===== src/rtl/sc_game_statemachine.sv =====
// sc_game_statemachine
//   Game flow sequencer: IDLE -> READY countdown -> PLAY -> CRASH/GAMEOVER/WIN.
//   Drives one SELWIDTH-bit mux select per display row, and tracks lives and level.
//   Optional macro PAUSE_EN adds PAUSE(6): a press in PLAY freezes the game, and the
//   next press resumes it.
// Ports:
//   SC_GAMESTATEMACHINE_CLOCK_50         clock
//   SC_GAMESTATEMACHINE_RESET_InLow      synchronous active-low reset
//   SC_GAMESTATEMACHINE_START_InLow      start button (active low, already synchronised)
//   SC_GAMESTATEMACHINE_TICK_InHigh      one-cycle game tick
//   SC_GAMESTATEMACHINE_COLLISION_InHigh collision level, sampled on ticks
//   SC_GAMESTATEMACHINE_SIGNAL_OUT       row selects, row i at [i*SELWIDTH +: SELWIDTH]
//   SC_GAMESTATEMACHINE_STATE_OUT        state code
//   SC_GAMESTATEMACHINE_LIVES_OUT        lives remaining
//   SC_GAMESTATEMACHINE_LEVEL_OUT        current level
//   SC_GAMESTATEMACHINE_GAMEOVER_OutHigh high in GAMEOVER
module sc_game_statemachine #(
    parameter int ROWS        = 7,
    parameter int SELWIDTH    = 2,
    parameter int TICKWIDTH   = 8,
    parameter int READY_TICKS = 3,
    parameter int CRASH_TICKS = 4,
    parameter int LEVEL_TICKS = 20,
    parameter int LIVES       = 3,
    parameter int MAX_LEVEL   = 4
) (
    input  logic                     SC_GAMESTATEMACHINE_CLOCK_50,
    input  logic                     SC_GAMESTATEMACHINE_RESET_InLow,
    input  logic                     SC_GAMESTATEMACHINE_START_InLow,
    input  logic                     SC_GAMESTATEMACHINE_TICK_InHigh,
    input  logic                     SC_GAMESTATEMACHINE_COLLISION_InHigh,
    output logic [ROWS*SELWIDTH-1:0] SC_GAMESTATEMACHINE_SIGNAL_OUT,
    output logic [2:0]               SC_GAMESTATEMACHINE_STATE_OUT,
    output logic [2:0]               SC_GAMESTATEMACHINE_LIVES_OUT,
    output logic [3:0]               SC_GAMESTATEMACHINE_LEVEL_OUT,
    output logic                     SC_GAMESTATEMACHINE_GAMEOVER_OutHigh
);

    typedef enum logic [2:0] {
        ST_IDLE     = 3'd0,
        ST_READY    = 3'd1,
        ST_PLAY     = 3'd2,
        ST_CRASH    = 3'd3,
        ST_GAMEOVER = 3'd4,
        ST_WIN      = 3'd5,
        ST_PAUSE    = 3'd6
    } state_t;

    state_t                   r_state;
    logic [TICKWIDTH-1:0]     r_cnt;
    logic                     r_phase;
    logic                     r_start_q;
    logic [2:0]               r_lives;
    logic [3:0]               r_level;
    logic [ROWS*SELWIDTH-1:0] r_rows;
    logic                     r_gameover;

    logic                     w_press;
    logic                     w_pause_press;
    logic                     w_tick;
    logic [TICKWIDTH-1:0]     w_cnt_inc;
    logic [3:0]               w_level_inc;
    logic [2:0]               w_lives_dec;

    assign w_press     = r_start_q & ~SC_GAMESTATEMACHINE_START_InLow;
    assign w_tick      = SC_GAMESTATEMACHINE_TICK_InHigh;
    // Saturating arithmetic keeps every counter inside its legal range.
    assign w_cnt_inc   = (r_cnt == '1) ? r_cnt : r_cnt + 1'b1;
    assign w_level_inc = (r_level >= 4'(MAX_LEVEL)) ? r_level : r_level + 4'd1;
    assign w_lives_dec = (r_lives == 3'd0) ? 3'd0 : r_lives - 3'd1;

`ifdef PAUSE_EN
    assign w_pause_press = w_press;
`else
    assign w_pause_press = 1'b0;   // PAUSE unreachable; presses in PLAY ignored
`endif

    // Row select image for a given state and phase. The image is computed for
    // the state being entered, so the row outputs stay registered.
    function automatic logic [ROWS*SELWIDTH-1:0] f_rows(input state_t st, input logic ph);
        logic [SELWIDTH-1:0] code;
        f_rows = '0;
        for (int i = 0; i < ROWS; i++) begin
            case (st)
                ST_READY, ST_GAMEOVER: code = SELWIDTH'(1);
                ST_PLAY, ST_PAUSE:     code = SELWIDTH'(2);
                // Checkerboard: row i lit when (i + phase) is even.
                ST_CRASH:              code = ((i[0] ^ ph) == 1'b0) ? SELWIDTH'(3) : '0;
                ST_WIN:                code = ph ? SELWIDTH'(2) : SELWIDTH'(1);
                default:               code = '0;
            endcase
            f_rows[i*SELWIDTH +: SELWIDTH] = code;
        end
    endfunction

    always_ff @(posedge SC_GAMESTATEMACHINE_CLOCK_50) begin
        if (!SC_GAMESTATEMACHINE_RESET_InLow) begin
            r_state    <= ST_IDLE;
            r_cnt      <= '0;
            r_phase    <= 1'b0;
            r_start_q  <= 1'b1;
            r_lives    <= 3'(LIVES);
            r_level    <= 4'd1;
            r_rows     <= '0;
            r_gameover <= 1'b0;
        end else begin
            r_start_q <= SC_GAMESTATEMACHINE_START_InLow;
            case (r_state)
                ST_IDLE: begin
                    // A press takes priority; any tick in the same cycle is dropped.
                    if (w_press) begin
                        r_lives <= 3'(LIVES);
                        r_level <= 4'd1;
                        r_cnt   <= '0;
                        r_state <= ST_READY;
                        r_rows  <= f_rows(ST_READY, 1'b0);
                    end
                end
                ST_READY: begin
                    if (w_tick) begin
                        if (w_cnt_inc == TICKWIDTH'(READY_TICKS)) begin
                            r_cnt   <= '0;
                            r_state <= ST_PLAY;
                            r_rows  <= f_rows(ST_PLAY, 1'b0);
                        end else begin
                            r_cnt <= w_cnt_inc;
                        end
                    end
                end
                ST_PLAY: begin
                    if (w_pause_press) begin
                        r_state <= ST_PAUSE;
                        r_rows  <= f_rows(ST_PAUSE, 1'b0);
                    end else if (w_tick) begin
                        // A collision beats a level boundary on the same tick.
                        if (SC_GAMESTATEMACHINE_COLLISION_InHigh) begin
                            r_lives <= w_lives_dec;
                            r_cnt   <= '0;
                            r_phase <= 1'b0;
                            r_state <= ST_CRASH;
                            r_rows  <= f_rows(ST_CRASH, 1'b0);
                        end else if (w_cnt_inc == TICKWIDTH'(LEVEL_TICKS)) begin
                            r_cnt   <= '0;
                            r_level <= w_level_inc;
                            if (w_level_inc == 4'(MAX_LEVEL)) begin
                                r_phase <= 1'b0;
                                r_state <= ST_WIN;
                                r_rows  <= f_rows(ST_WIN, 1'b0);
                            end
                        end else begin
                            r_cnt <= w_cnt_inc;
                        end
                    end
                end
                ST_CRASH: begin
                    if (w_tick) begin
                        if (w_cnt_inc == TICKWIDTH'(CRASH_TICKS)) begin
                            r_cnt <= '0;
                            if (r_lives == 3'd0) begin
                                r_state    <= ST_GAMEOVER;
                                r_gameover <= 1'b1;
                                r_rows     <= f_rows(ST_GAMEOVER, 1'b0);
                            end else begin
                                r_state <= ST_PLAY;
                                r_rows  <= f_rows(ST_PLAY, 1'b0);
                            end
                        end else begin
                            r_cnt   <= w_cnt_inc;
                            r_phase <= ~r_phase;
                            r_rows  <= f_rows(ST_CRASH, ~r_phase);
                        end
                    end
                end
                ST_GAMEOVER, ST_WIN: begin
                    if (w_press) begin
                        r_state    <= ST_IDLE;
                        r_gameover <= 1'b0;
                        r_rows     <= '0;
                    end else if (w_tick && r_state == ST_WIN) begin
                        r_phase <= ~r_phase;
                        r_rows  <= f_rows(ST_WIN, ~r_phase);
                    end
                end
                ST_PAUSE: begin
                    // Counter, lives and level are frozen; only a press resumes.
                    if (w_press) begin
                        r_state <= ST_PLAY;
                        r_rows  <= f_rows(ST_PLAY, 1'b0);
                    end
                end
                default: begin
                    r_state <= ST_IDLE;
                    r_rows  <= '0;
                end
            endcase
        end
    end

    assign SC_GAMESTATEMACHINE_SIGNAL_OUT       = r_rows;
    assign SC_GAMESTATEMACHINE_STATE_OUT        = r_state;
    assign SC_GAMESTATEMACHINE_LIVES_OUT        = r_lives;
    assign SC_GAMESTATEMACHINE_LEVEL_OUT        = r_level;
    assign SC_GAMESTATEMACHINE_GAMEOVER_OutHigh = r_gameover;

endmodule


===== config.mk =====
export PLATFORM = sky130hd
export DESIGN_NAME = sc_game_statemachine
export DESIGN_NICKNAME = d
export VERILOG_FILES = /design/src/rtl/sc_game_statemachine.sv
export SDC_FILE = /design/constraint.sdc
export NUM_CORES = 1
export LEC_CHECK = 0
export ABC_CLOCK_PERIOD_IN_PS = 2800
export CORE_MARGIN = 10
export CORE_UTILIZATION = 39
export CTS_CLUSTER_DIAMETER = 120
export DETAILED_ROUTE_END_ITERATION = 8
export GPL_TIMING_DRIVEN = 0
export SKIP_CTS_REPAIR_TIMING = 1
export SLEW_MARGIN = 0
export SYNTH_ARGS = -nofsm -noshare
export SYNTH_HDL_FRONTEND = slang
export SYNTH_SLANG_ARGS = --single-unit
export TNS_END_PERCENT = 100

===== constraint.sdc =====
create_clock -name SC_GAMESTATEMACHINE_CLOCK_50 -period 2.8 [get_ports SC_GAMESTATEMACHINE_CLOCK_50]
set_input_delay 0.56 -clock SC_GAMESTATEMACHINE_CLOCK_50 [delete_from_list [all_inputs] [get_ports SC_GAMESTATEMACHINE_CLOCK_50]]
set_output_delay 0.56 -clock SC_GAMESTATEMACHINE_CLOCK_50 [all_outputs]
set_load 0.02 [all_outputs]

* After elaboration in Yosys (flattened, before gate mapping) *
Index checks and enable logic that the tools add are counted.

word-level totals
  bits in registers = 35
  latch bits = 0
  memory bits (writable) = 0
  ROM bits = 0
  bits of input ports = 5
  output and inout bits = 25
  logic and storage cells = 124
  memories = 0

cells by class
  add/subtract/negate cells = 3
  $mul = 0
  div/mod/pow operators = 0
  magnitude comparators = 1
  equal/unequal tests = 29
  shift-type cells = 0
  multiplexer cells = 65
  bitwise gates (word level) = 3
  reductions and logical operators = 15

operators with widths
  cell                                                              number
  14-bit two-way mux                                                13
  14-bit one-hot mux with 6 select lines                            1
  8-bit two-way mux                                                 9
  3-bit two-way mux                                                 16
  8-bit one-hot mux with 4 select lines                             1
  2-bit inequality test (second input constant)                     15
  4-bit two-way mux                                                 5
  3-bit one-hot mux with 6 select lines                             1
  5-bit AND reduction                                               3
  1-bit two-way mux                                                 12
  10-bit AND reduction                                              1
  3-bit == test (second input constant)                             3
  3-bit inequality test (second input constant)                     3
  9-bit AND reduction                                               1
  8-bit by 1-bit adder with 8-bit output (second input constant)    1
  8-bit by 2-bit == test with 1-bit output (second input constant)  1
  8-bit by 3-bit == test with 1-bit output (second input constant)  1
  8-bit by 5-bit == test with 1-bit output (second input constant)  1
  8-bit == test (second input constant)                             1
  4-bit one-hot mux with 2 select lines                             1
  8-bit AND reduction                                               1
  3-bit by 2-bit == test with 1-bit output (second input constant)  2
  3-bit logical NOT                                                 2
  2-bit two-way mux                                                 3
  16 further kinds                                                  18

* Logic depth before layout (Yosys ltp) *
  depth in word-level cells = 8
  mapped depth = 8

* Worst setup path after synthesis *
Ideal clock, no wire load.

  path kind = register to register
  from = reg r_cnt[0]
  to = reg r_rows[9] (netlist: SC_GAMESTATEMACHINE_SIGNAL_OUT[9])
  arrival = 2150 ps
  setup slack = 559 ps
  cell stages (with the launch flop) = 9
  buffers on the path = 1
  cell sequence = dfxtp_1 > ha_1 > clkbuf_1 > nand2_1 > o31a_1 > o2bb2a_1 > o2bb2ai_2 > and2_1 > a311oi_1

on the way
  cells in the longest elaborated chain, start to end = 6

RTL lines
  what                                                                            line  text
  from (decl)                                                                     50    logic [TICKWIDTH-1:0] r_cnt;
  from (signal assigned)                                                          126   r_cnt <= w_cnt_inc;
  from (signal assigned)                                                          151   r_cnt <= w_cnt_inc;
  from (signal assigned)                                                          168   r_cnt <= w_cnt_inc;
  8-bit by 1-bit adder with 8-bit output / 8-bit == test (equally long branches)  68    assign w_cnt_inc = (r_cnt == '1) ? r_cnt : r_cnt + 1'b1;
  8-bit two-way mux (*)                                                           68
  8-bit by 3-bit == test with 1-bit output                                        157   if (w_cnt_inc == TICKWIDTH'(CRASH_TICKS)) begin
  14-bit two-way mux                                                              157
  14-bit two-way mux                                                              156   if (w_tick) begin
  14-bit one-hot mux with 6 select lines                                          108   case (r_state)
  to (signal assigned)                                                            116   r_rows <= f_rows(ST_READY, 1'b0);
  to (signal assigned)                                                            162   r_rows <= f_rows(ST_GAMEOVER, 1'b0);
  to (signal assigned)                                                            165   r_rows <= f_rows(ST_PLAY, 1'b0);
  to (decl)                                                                       55    logic [ROWS*SELWIDTH-1:0] r_rows;

Every way passes the cells marked *; elsewhere a longest branch is shown, timed or not. The select of a mux whose other input is x is not followed.
A chain may end at the register's enable or synchronous reset.

* Worst setup path in the final report *
  from = reg r_cnt[0]
  to = reg r_state[1] (netlist: SC_GAMESTATEMACHINE_STATE_OUT[1])

on the way
  cells in the longest elaborated chain, start to end = 5

RTL lines
  what                                                                             line  text
  8-bit by 1-bit adder with 8-bit output / 8-bit == test (equally long branches)   68
  8-bit two-way mux (*)                                                            68
  8-bit by 5-bit == test with 1-bit output, or another cell as far along           142   end else if (w_cnt_inc == TICKWIDTH'(LEVEL_TICKS)) begin
  3-bit inequality test (no line) / 2-bit inequality test (equally long branches)  --
  10-bit AND reduction (no line) (*)                                               --
  to (signal assigned)                                                             140   r_state <= ST_CRASH;
  to (signal assigned)                                                             147   r_state <= ST_WIN;
  to (signal assigned)                                                             160   r_state <= ST_GAMEOVER;
  to (decl)                                                                        49    state_t r_state;

Every way passes the cells marked *; elsewhere a longest branch is shown, timed or not.

==> impl_metrics.csv <==
group,metric,value,unit
logic_synthesis,synth_seq_cells,25,
global_routing,grt_pass1_vias,1746,
timing,finalSetupTns,0,ns
timing,period_share,90.4,%
logic_synthesis,synth-edff-count,0,
floorplan,rows,25,
finish,diodes,0,
drt,num_vias,1888,
finish,finalNonFillerCells,332,
finish,nets,288,
timing,setup_ws,0.270,ns
drt,totalWireLength,5140,um
min_path,hold_start,"SC_GAMESTATEMACHINE_LEVEL_OUT[2]$_SDFFE_PN0P_",
power,power.leakage,0.851,nW
logic_synthesis,synth_ff_type,"dfxtp_1",
cts,cts_sinks,25,
timing,slew_headroom,61.1,%
logic_synthesis,synth.area.top_cells,"dfxtp_1, nand2_1, o21ai_0",
cts,cts.path.max_buffers,2,
placement,post_dp_cell_area,2230,um^2
critical_path,reg2reg_from,"r_cnt[0]$_SDFFE_PN0P_",
logic_synthesis,synth_nets,256,
logic_synthesis,yosysWarnings,0,
critical_path,start_kind,"flip-flop",
placement,gp_congestion,0.896,
cts,htree_levels,1,
cts,cts_made_buffers,3,
drt,ant_nets,0,
critical_path,startpoint,"r_cnt[0]$_SDFFE_PN0P_",
finish,utilization,48.8,%
logic_synthesis,avgSynthCellArea,7.63,um^2
drt,routed_via_density,5.69,
critical_path,end_kind,"flip-flop",
drt,wl_per_cell,15.5,um
status,status,"finished clean",
floorplan,die_area,8020,um^2
logic_synthesis,yosys.area.top_type_share,26.5,%
timing,period_minus_slack,2.53,ns
floorplan,dieHeight,89.5,um
timing,hold_viol,0,
floorplan,core_area,4690,um^2
power,total_power,1.56,mW
critical_path,arrival,2.70,ns
power,p_per_area,684,nW/um^2
global_routing,grt_usage,13.3,%
global_routing,grt_antenna_before_repair,0,
floorplan,die_w,89.5,um
finish,design_area,2290,um^2
placement,dp_slack,0.186,ns
logic_synthesis,syn_inst,247,
placement,io_buffer_count,28,
placement,hpwl,3960,um
min_path,holdCritPathClass,"reg -> reg",
drt,drtPass1Iterations,4,
logic_synthesis,synth_area,1890,um^2
finish,drive_gt1_share,9.35,%
timing,finalSetupViolations,0,
logic_synthesis,yosysSeqAreaShare,26.5,%
power,max-vdd-ir-drop,278,uV
floorplan,initial_utilization,40.2,%
placement,placed_cells_incl_taps,329,
cts,clk_latency,0.27,ns
drt,drc,0,
timing,fin_hold_ws,0.513,ns
timing,slew_violations,0,
logic_synthesis,synth.distinct_cells,57,
drt,initialDrtViolationCount,122,
logic_synthesis,async_flop_share,0,%
cts,cts-root-buf,"clkbuf_8",
critical_path,worstPathRequired,2.97,ns
critical_path,worstSetupPathType,"reg -> reg",
floorplan,pin_count,30,
critical_path,critPathMaxFanout,9,
global_routing,grt-ovfl-total,0,
job,drv_cap,0,
timing,finClkSkew,0.00305,ns
cts,path_clk_slew,0.10,ns
timing,worstMarginPinSlew,0.580,ns
global_routing,grt_pass1_wl,8530,um
logic_synthesis,yosys.area.top_type,"dfxtp_1",
timing,fmax,0.395,GHz
cts,cts_tree,"yes",
global_routing,grt_max_degree,15,
timing,rsz0062_at_grt,"false",
finish,fill_cells,497,
finish,area_growth,21.4,%
-- final timing paths --
kind	endpoint	slack, ns	cells past startpoint
min	SC_GAMESTATEMACHINE_LEVEL_OUT[2]$_SDFFE_PN0P_	0.51	2
max reg2reg	SC_GAMESTATEMACHINE_STATE_OUT[1]$_SDFFE_PN0P_	0.27	7
max	SC_GAMESTATEMACHINE_STATE_OUT[1]$_SDFFE_PN0P_	0.27	7
min reg2reg	SC_GAMESTATEMACHINE_LEVEL_OUT[2]$_SDFFE_PN0P_	0.51	2
-- state kept, by name, summed over array words and instances (netlist names) --
| register | count |
|---|---|
| SC_GAMESTATEMACHINE_SIGNAL_OUT | 4 |
| r_start_q | 1 |
| SC_GAMESTATEMACHINE_LEVEL_OUT | 4 |
| r_phase | 1 |
| r_cnt | 8 |
| SC_GAMESTATEMACHINE_GAMEOVER_OutHigh | 1 |
| SC_GAMESTATEMACHINE_LIVES_OUT | 3 |
| SC_GAMESTATEMACHINE_STATE_OUT | 3 |
-- kinds of logic (layout without fill, tap and decap cells) --
group	after synthesis	count (layout)	share of synthesized area (%)
and+or+nand+nor	99	99	27.7
AOI/OAI and AO/OA	78	78	28.3
adders and majority gates	4	4	2.65
xor gates and xnor gates	6	6	2.79
buffers and inverters	28	59	8.36
muxes	7	7	3.72
DFF	25	25	26.5
-- power breakdown --
group	internal [mW]	switching (mW)	total (mW)
logic	0.416	0.480	0.896
registers	0.397	0.0453	0.443
clock network	0.0997	0.126	0.226
-- critical path, cell delays in order, from the launching register on --
cell and delay [ns]:
dfxtp_1 0.40, ha_1 0.35, a211oi_1 0.26, nand4_1 0.32
o2bb2a_1 0.49, o2bb2ai_2 0.22, nand4_2 0.22, mux2i_1 0.16
-- final cells by class --
type / instances / area [um^2] / share of cell area [%]
repair buffers: 28 / 280 / 12.2
inverters: 4 / 15.0 / 0.656
clock buffers: 3 / 41.3 / 1.80
plain buffers: 23 / 139 / 6.07
clock inverters: 1 / 5.00 / 0.219
well taps: 54 / 67.6 / 2.95
multi-input cells: 194 / 1240 / 54.2
flip-flops and latches: 25 / 500 / 21.9
-- routing by layer --
metal	wire (um)	track usage (%)	part of all wire, %	vias up
li1	-	-	-	968
met1	2400	17.6	47	855
met2	2330	21.4	45	61
met3	347	2.55	6.8	4
met4	57	3.18	1.1	0
met5	0	0	0	-
-- synth_stat cells (4+ instances only) --
cell and n:
dfxtp_1 25, nand2_1 25, nor2_1 18, o21ai_0 16
a21oi_1 14, clkbuf_1 11, nor3_1 11, buf_4 10
a211oi_1 7, a31oi_1 7, mux2i_1 7, nand2b_1 6
and2_1 5, nand3_1 5, nand4_1 5, and3_1 4
ha_1 4, inv_1 4, nor2b_1 4
-- cell usage in the layout, fill, tap and decap left out, types with 3 or more instances in the layout --
cell,instances
clkdlybuf4s50_1,28
dfxtp_1,25
nand2_1,25
nor2_1,18
o21ai_0,16
a21oi_1,14
nor3_1,11
clkbuf_1,10
buf_4,10
a31oi_1,7
mux2i_1,7
nand2b_1,6
a211oi_1,6
and2_1,5
nand4_1,5
nand3_1,5
inv_1,4
nor2b_1,4
and3_1,4
ha_1,4
a22oi_1,3
xor2_1,3
or2_2,3
a21boi_0,3
clkbuf_8,3
Note: power is estimated with default switching activity, not from simulation.
